===== src/rtl/cav_dl_pkg.sv =====
`timescale 1ns / 1ps
`default_nettype none
// ============================================================================
// Module      : cav_dl_pkg
// Description : Shared types and defaults for the ROM download sequencer.
//               Holds the sequencer state encoding, the default download
//               length and core-reset hold time, and the FIFO entry packing.
// Revision    : 1.0 - initial release
// ============================================================================
package cav_dl_pkg;

    // Sequencer states; explicit width and values keep the encoding stable.
    typedef enum logic [2:0] {
        IDLE  = 3'd0,
        LOAD  = 3'd1,
        DRAIN = 3'd2,
        HOLD  = 3'd3,
        RUN   = 3'd4
    } dl_state_t;

    // Exact byte count of a valid ROM image.
    localparam logic [15:0] EXP_LEN_DEF  = 16'hC000;
    // Cycles the game core is held in reset after the FIFO drains.
    localparam int unsigned HOLD_CYC_DEF = 16;
    // FIFO entry: {rom_addr[15:0], rom_byte[7:0]}.
    localparam int unsigned FIFO_W       = 24;

    function automatic logic [FIFO_W-1:0] dl_pack(input logic [15:0] addr,
                                                  input logic [7:0]  data);
        return {addr, data};
    endfunction

endpackage : cav_dl_pkg
`default_nettype wire


===== src/rtl/dl_fifo2.sv =====
`timescale 1ns / 1ps
`default_nettype none
// ============================================================================
// Module      : dl_fifo2
// Description : Two-entry in-order FIFO decoupling HPS byte strobes from the
//               core ROM write port. Push into a full FIFO and pop from an
//               empty FIFO are ignored, so the occupancy never leaves 0..2.
// Ports       : clk      - clock
//               rst_n    - asynchronous active-low reset (empties the FIFO)
//               i_push   - write i_data this cycle
//               i_data   - entry to write
//               i_pop    - discard the head entry this cycle
//               o_count  - registered occupancy 0..2
//               o_head   - oldest entry (valid when o_count != 0)
// Revision    : 1.0 - initial release
// ============================================================================
module dl_fifo2
    import cav_dl_pkg::*;
#(
    parameter int unsigned WIDTH = FIFO_W
) (
    input  logic             clk,
    input  logic             rst_n,
    input  logic             i_push,
    input  logic [WIDTH-1:0] i_data,
    input  logic             i_pop,
    output logic [1:0]       o_count,
    output logic [WIDTH-1:0] o_head
);

    logic [WIDTH-1:0] r_mem0;   // head slot
    logic [WIDTH-1:0] r_mem1;   // tail slot when two entries are held
    logic [1:0]       r_count;
    logic             w_push;
    logic             w_pop;

    assign w_push  = i_push && (r_count != 2'd2);
    assign w_pop   = i_pop  && (r_count != 2'd0);
    assign o_count = r_count;
    assign o_head  = r_mem0;

    always_ff @(posedge clk or negedge rst_n) begin
        if (!rst_n) begin
            r_count <= 2'd0;
            r_mem0  <= '0;
            r_mem1  <= '0;
        end else begin
            case ({w_push, w_pop})
                2'b10: begin
                    if (r_count == 2'd0) begin
                        r_mem0 <= i_data;
                    end else begin
                        r_mem1 <= i_data;
                    end
                    r_count <= r_count + 2'd1;
                end
                2'b01: begin
                    r_mem0  <= r_mem1;
                    r_count <= r_count - 2'd1;
                end
                // Simultaneous push and pop can only happen with exactly one
                // entry held (push is blocked when full, pop when empty), so
                // the new entry simply replaces the departing head.
                2'b11: begin
                    r_mem0 <= i_data;
                end
                default: begin
                end
            endcase
        end
    end

endmodule : dl_fifo2
`default_nettype wire


===== src/rtl/rom_dl_sequencer.sv =====
`timescale 1ns / 1ps
`default_nettype none
// ============================================================================
// Module      : rom_dl_sequencer
// Description : Sequences an HPS ROM download into the game core. Bytes are
//               buffered in a 2-entry FIFO and replayed as core ROM writes;
//               the core is held in reset until a complete image has been
//               written, then released after a fixed hold time.
// Ports       : clk_sys        - sole clock
//               reset_n        - asynchronous active-low reset
//               ioctl_download - HPS download window
//               ioctl_wr       - one-cycle HPS byte strobe
//               ioctl_addr     - HPS byte address
//               ioctl_dout     - HPS byte data
//               ioctl_wait     - backpressure to HPS (FIFO full)
//               dn_addr        - core ROM write address
//               dn_data        - core ROM write data
//               dn_wr          - one-cycle core write strobe
//               dn_busy        - core cannot take a write this cycle
//               core_reset     - active-high reset to the game core
//               dl_done        - valid ROM loaded, core released
//               dl_error       - sticky error for the current download
// Revision    : 1.0 - initial release
// ============================================================================
module rom_dl_sequencer
    import cav_dl_pkg::*;
#(
    parameter logic [15:0] EXP_LEN  = EXP_LEN_DEF,
    parameter int unsigned HOLD_CYC = HOLD_CYC_DEF
) (
    input  logic        clk_sys,
    input  logic        reset_n,
    input  logic        ioctl_download,
    input  logic        ioctl_wr,
    input  logic [24:0] ioctl_addr,
    input  logic [7:0]  ioctl_dout,
    output logic        ioctl_wait,
    output logic [15:0] dn_addr,
    output logic [7:0]  dn_data,
    output logic        dn_wr,
    input  logic        dn_busy,
    output logic        core_reset,
    output logic        dl_done,
    output logic        dl_error
);

    localparam logic [16:0] c_exp_cnt   = {1'b0, EXP_LEN};
    localparam logic [24:0] c_addr_lim  = {9'd0, EXP_LEN};
    localparam logic [15:0] c_hold_last = 16'(HOLD_CYC - 1);

    dl_state_t          r_state;
    logic               r_dl_q;       // previous ioctl_download for edge detect
    logic [16:0]        r_byte_cnt;   // accepted bytes, saturating
    logic [15:0]        r_hold_cnt;
    logic               r_dl_error;
    logic               r_dl_done;
    logic               r_core_reset;
    logic               r_dn_wr;
    logic [15:0]        r_dn_addr;
    logic [7:0]         r_dn_data;

    logic [1:0]         w_fifo_count;
    logic [FIFO_W-1:0]  w_fifo_head;
    logic               w_dl_rise;
    logic               w_dl_fall;
    logic               w_addr_ok;
    logic               w_accept;
    logic               w_drop;
    logic               w_pop;

    assign w_dl_rise = ioctl_download && !r_dl_q;
    assign w_dl_fall = !ioctl_download && r_dl_q;
    assign w_addr_ok = (ioctl_addr < c_addr_lim);
    // Acceptance looks at the registered occupancy only: a pop in the same
    // cycle does not make room for a strobe that arrives while full.
    assign w_accept  = ioctl_wr && (r_state == LOAD) &&
                       (w_fifo_count != 2'd2) && w_addr_ok;
    assign w_drop    = ioctl_wr && !w_accept;
    assign w_pop     = (w_fifo_count != 2'd0) && !dn_busy;

    assign ioctl_wait = (w_fifo_count == 2'd2);
    assign dn_addr    = r_dn_addr;
    assign dn_data    = r_dn_data;
    assign dn_wr      = r_dn_wr;
    assign core_reset = r_core_reset;
    assign dl_done    = r_dl_done;
    assign dl_error   = r_dl_error;

    dl_fifo2 #(
        .WIDTH   (FIFO_W)
    ) u_fifo (
        .clk     (clk_sys),
        .rst_n   (reset_n),
        .i_push  (w_accept),
        .i_data  (dl_pack(ioctl_addr[15:0], ioctl_dout)),
        .i_pop   (w_pop),
        .o_count (w_fifo_count),
        .o_head  (w_fifo_head)
    );

    // Sequencer FSM with registered status outputs.
    always_ff @(posedge clk_sys or negedge reset_n) begin
        if (!reset_n) begin
            r_state      <= IDLE;
            r_dl_q       <= 1'b0;
            r_byte_cnt   <= '0;
            r_hold_cnt   <= '0;
            r_dl_error   <= 1'b0;
            r_dl_done    <= 1'b0;
            r_core_reset <= 1'b1;
        end else begin
            r_dl_q <= ioctl_download;
            if (w_dl_rise) begin
                // A new download restarts from any state; queued bytes are
                // left in the FIFO and still reach the core.
                r_state      <= LOAD;
                r_byte_cnt   <= '0;
                r_hold_cnt   <= '0;
                r_dl_error   <= 1'b0;
                r_dl_done    <= 1'b0;
                r_core_reset <= 1'b1;
            end else begin
                if (w_accept && (r_byte_cnt != '1)) begin
                    r_byte_cnt <= r_byte_cnt + 17'd1;
                end
                if (w_drop) begin
                    r_dl_error <= 1'b1;
                end
                case (r_state)
                    IDLE: begin
                    end
                    LOAD: begin
                        if (w_dl_fall) begin
                            r_state <= DRAIN;
                        end
                    end
                    DRAIN: begin
                        if (w_fifo_count == 2'd0) begin
                            r_state    <= HOLD;
                            r_hold_cnt <= '0;
                            if (r_byte_cnt != c_exp_cnt) begin
                                r_dl_error <= 1'b1;
                            end
                        end
                    end
                    HOLD: begin
                        if (r_hold_cnt == c_hold_last) begin
                            // A stray strobe on the final hold cycle still
                            // counts against releasing the core.
                            if (r_dl_error || w_drop) begin
                                r_state <= IDLE;
                            end else begin
                                r_state      <= RUN;
                                r_core_reset <= 1'b0;
                                r_dl_done    <= 1'b1;
                            end
                        end else begin
                            r_hold_cnt <= r_hold_cnt + 16'd1;
                        end
                    end
                    RUN: begin
                    end
                    default: begin
                        r_state <= IDLE;
                    end
                endcase
            end
        end
    end

    // Core write port: one strobe per popped entry, payload held otherwise.
    always_ff @(posedge clk_sys or negedge reset_n) begin
        if (!reset_n) begin
            r_dn_wr   <= 1'b0;
            r_dn_addr <= '0;
            r_dn_data <= '0;
        end else begin
            r_dn_wr <= w_pop;
            if (w_pop) begin
                r_dn_addr <= w_fifo_head[23:8];
                r_dn_data <= w_fifo_head[7:0];
            end
        end
    end

endmodule : rom_dl_sequencer
`default_nettype wire


===== config.mk =====
export PLATFORM = sky130hd
export DESIGN_NAME = rom_dl_sequencer
export DESIGN_NICKNAME = d
export VERILOG_FILES = /design/src/rtl/cav_dl_pkg.sv /design/src/rtl/dl_fifo2.sv /design/src/rtl/rom_dl_sequencer.sv
export SDC_FILE = /design/constraint.sdc
export NUM_CORES = 1
export LEC_CHECK = 0
export ABC_AREA = 1
export BUFFER_PORTS_ARGS = -buffer_cell sky130_fd_sc_hd__buf_2
export CAP_MARGIN = 30
export CORE_ASPECT_RATIO = 0.6
export CORE_UTILIZATION = 25
export CTS_CLUSTER_DIAMETER = 120
export CTS_CLUSTER_SIZE = 40
export DETAILED_ROUTE_END_ITERATION = 8
export HOLD_SLACK_MARGIN = 0.02
export SKIP_CTS_REPAIR_TIMING = 1
export SYNTH_ARGS = -nofsm -noshare
export SYNTH_HDL_FRONTEND = slang
export SYNTH_SLANG_ARGS = --single-unit

===== constraint.sdc =====
create_clock -name clk_sys -period 2.2 [get_ports clk_sys]
set_clock_uncertainty 0.1 [all_clocks]
set_input_delay 0.11 -clock clk_sys [delete_from_list [all_inputs] [get_ports clk_sys]]
set_output_delay 0.11 -clock clk_sys [all_outputs]
set_load 0.01 [all_outputs]

==> metrics.md <==
| Metric | Value |
|---|---|
| Largest net degree at the start of global routing | 116 |
| FF-to-FF Start | r_byte_cnt[6] |
| Iteration-0 DRC Markers | 408 |
| Top FF cell, synth | dfrtp_1 |
| Synth area leader | dfrtp_1 |
| Fin Setup TNS | 0 ns |
| Tcrit/Tclk final | 91.8% |
| Antenna Nets Post-Route | 0 |
| Sequential share of the synthesized area | 49.8% |
| Grt met2 use | 17.4% |
| Count leader, synth | nand2_1 |
| Row cnt | 42 |
| Maxcap violations | 0 |
| Worst r2r dst | r_byte_cnt[7] |
| Endpoint, Worst Hold | r_state[2] |
| Total track usage | 13.6% |
| Netlist Area Pre-Place | 5780 sq um |
| Ports | 67 |
| Die W | 198 microns |
| Post-synth EDFFs | 0 |
| Placed Instances | 1097 |
| Hold wc startpoint | ioctl_wr |
| CP Class | flop to flop |
| Setup violators final | 0 |
| Top-area cell type share of the netlist area | 49.4% |
| Endpoint class of the critical path | flop |
| Number of port buffers | 66 |
| RSZ-0062 raised after global routing | false |
| Pleak | 3.49 nW |
| Routed WL | 14900 microns |
| Clock Sinks | 115 |
| Syn nets | 776 |
| Gp weighted congestion | 0.860 |
| Net count, final | 880 |
| CTS tree | done |
| Worst Hold Class | primary input to flop |
| Total core area | 22300 sq um |
| Slew Viols, Final | 0 |
| Ant. Diodes | 0 |
| Area after DPL | 6560 sq um |
| TritonCTS buffer count | 17 |
| DRC viols | 0 |
| First-pass GRT wire length | 25100 microns |
| Layout cells sized above 1 | 17.7% |
| DPL Wire Length | 10200 microns |
| Post-synthesis cell type count | 30 |
| Routed vias | 5038 |
| FMAX | 495 MHz |
| Area contributors post-synth | dfrtp_1 49%, nand2_1 12%, o21ai_0 9.6%, inv_1 6.2%, nand3_1 4.2% |
| Htree depth | 4 |
| Synthesized flop and latch total | 115 |
| WHS | 0.0425 ns |
| Syn Area/Cell | 7.90 sq um |
| Synth async-reset ratio | 100% |
| Rel. slew slack | 57.0% |
| Area Growth Syn to Fin | 29.1% |
| Die ar. | 23700 sq um |
| Clk buf depth | 2 |
| Synth Warn # | 0 |
| Gate count of the mapped netlist | 731 |
| Total iterations of the first detailed-routing run | 5 |
| GRT overflow | 0 |
| Worst skew pair latency | 0.41 ns |
| Vias per inst | 4.36 |
| WP data arrival | 2.18 ns |
| Status | complete, no violations |
| Number of fill cells in the layout | 2372 |
| Worst-path clk slew | 0.06 ns |
| Vias in the first global route | 4704 |
| IR Drop Worst-Case VDD | 603 uV |
| Top post-synthesis cells by count | 190 x nand2_1, 114 x dfrtp_1, 111 x o21ai_0 |
| Post-Route Utilization | 33.4% |
| Most used routing layer | met1 |
| Met1 Resource Use GR | 21.5% |
| R2r setup slk | 0.18 ns |
| DR WL/cell | 12.9 microns |
| Pwr per Cell Area | 978 nW/um^2 |
| CP max FO | 14 |
| Worst Max-Slew Pin Slew | 0.645 ns |
| Worst reg-to-reg path cell count | 9 |
| Met3 usage | 3.60% |
| CTS root buffer | clkbuf_16 |
| Post-Layout Cell Count | 1156 |
| Die height | 120 microns |
| Final Hold Vio Count | 0 |
| Hold path depth | 4 |
| Design Area, Final | 7460 sq um |
| Critical Path Start Type | flop |
| Final min period | 2.02 ns |
| Starting Density | 25.9% |
| CP required | 2.36 ns |
| Antenna violations before repair | 0 |
==> through the flow <==
step | power, mW | worst slack (ns)
final | 7.29 | 0.181
after CTS | 7.35 | 0.0480
after floorplan | 3.84 | 0.207
after global routing | 7.73 | 0.0421
after global placement | 4.42 | 0.117
after detailed placement | 4.44 | 0.0646
==> logic make-up after synthesis <==
family | after synthesis | share of synthesized area, %
adder cells (fa/ha/maj) | 7 | 1.52
AO/OA/AOI/OAI | 142 | 13.6
flip-flops | 115 | 49.8
AND/OR/NAND/NOR | 337 | 25.4
buffers and inverters | 125 | 8.90
XOR/XNOR | 5 | 0.758
==> worst max-delay path by stage <==
stage / startpoint / end / slack, ns / cells after the start
floorplan: u_fifo.o_count[0] / u_fifo.r_mem1[10] / 0.21 / 11
global placement: r_byte_cnt[0] / r_byte_cnt[15] / 0.12 / 10
finish: r_byte_cnt[6] / r_byte_cnt[7] / 0.18 / 9
detailed placement: r_byte_cnt[0] / r_byte_cnt[15] / 0.06 / 10
global route: r_byte_cnt[0] / r_byte_cnt[7] / 0.04 / 10
CTS: r_byte_cnt[0] / r_byte_cnt[15] / 0.05 / 10
==> registers in the layout (all words and copies together) (netlist names) <==
name and count:
dl_done 1, r_hold_cnt 16, dn_wr 1, r_dl_q 1, dn_addr 16, u_fifo.r_mem1 24
r_byte_cnt 17, u_fifo.o_head 24, dl_error 1, u_fifo.o_count 2, core_reset 1, r_state 3
dn_data 8
==> where the power goes <==
group	internal, mW	switching (mW)
Combinational	0.598	1.06
Clock	1.84	1.02
Sequential	2.54	0.224
==> routing by layer <==
| metal | vias up | wire length, microns | part of all wire (%) |
|---|---|---|---|
| li1 | 2581 | - | - |
| met1 | 2300 | 8070 | 54 |
| met2 | 143 | 5640 | 38 |
| met3 | 14 | 1000 | 6.7 |
| met4 | 0 | 158 | 1.1 |
| met5 | - | 0 | 0 |
==> worst max-delay path, stage by stage, from the launching register on <==
cell and delay (ns):
dfrtp_1 0.41, inv_1 0.10, nor3_1 0.24, nand4_1 0.11, nor3_1 0.16, ha_1 0.33, nor2_2 0.09, buf_12 0.16
nand4_1 0.06, o21ai_0 0.11
==> cell usage in the layout (no fill, tap or decap) <==
master,n
clkbuf_8,2
o21ai_0,111
buf_12,5
bufinv_16,3
inv_1,96
o21ai_1,5
nand4_1,29
and2_0,1
dlygate4sd3_1,27
o21ai_2,17
nand3_1,49
clkinvlp_4,4
clkbuf_1,1
nand2_4,1
buf_4,15
dfrtp_1,114
nor2_1,47
or2_2,1
clkinv_2,2
xnor2_1,2
a21oi_1,6
nor2_2,3
xor2_1,3
clkbuf_16,17
nor3b_1,1
nand2_2,3
ha_2,1
nand3_4,1
inv_2,2
nand2_1,190
clkinv_4,3
nor3_1,9
o21ai_4,2
a31oi_1,1
nor2_4,2
ha_1,6
buf_2,65
dfstp_2,1
==> area by class of cell <==
class / count / area (sq um) / area share (%)
Tap cell: 308 / 385 / 5.17
Sequential cell: 115 / 2880 / 38.6
Inverter: 98 / 368 / 4.93
Clock buffer: 20 / 457 / 6.13
Timing Repair Buffer: 112 / 808 / 10.8
Clock inverter: 12 / 156 / 2.10
Multi-Input combinational cell: 491 / 2400 / 32.2
Note: power is estimated with default switching activity, not from simulation.
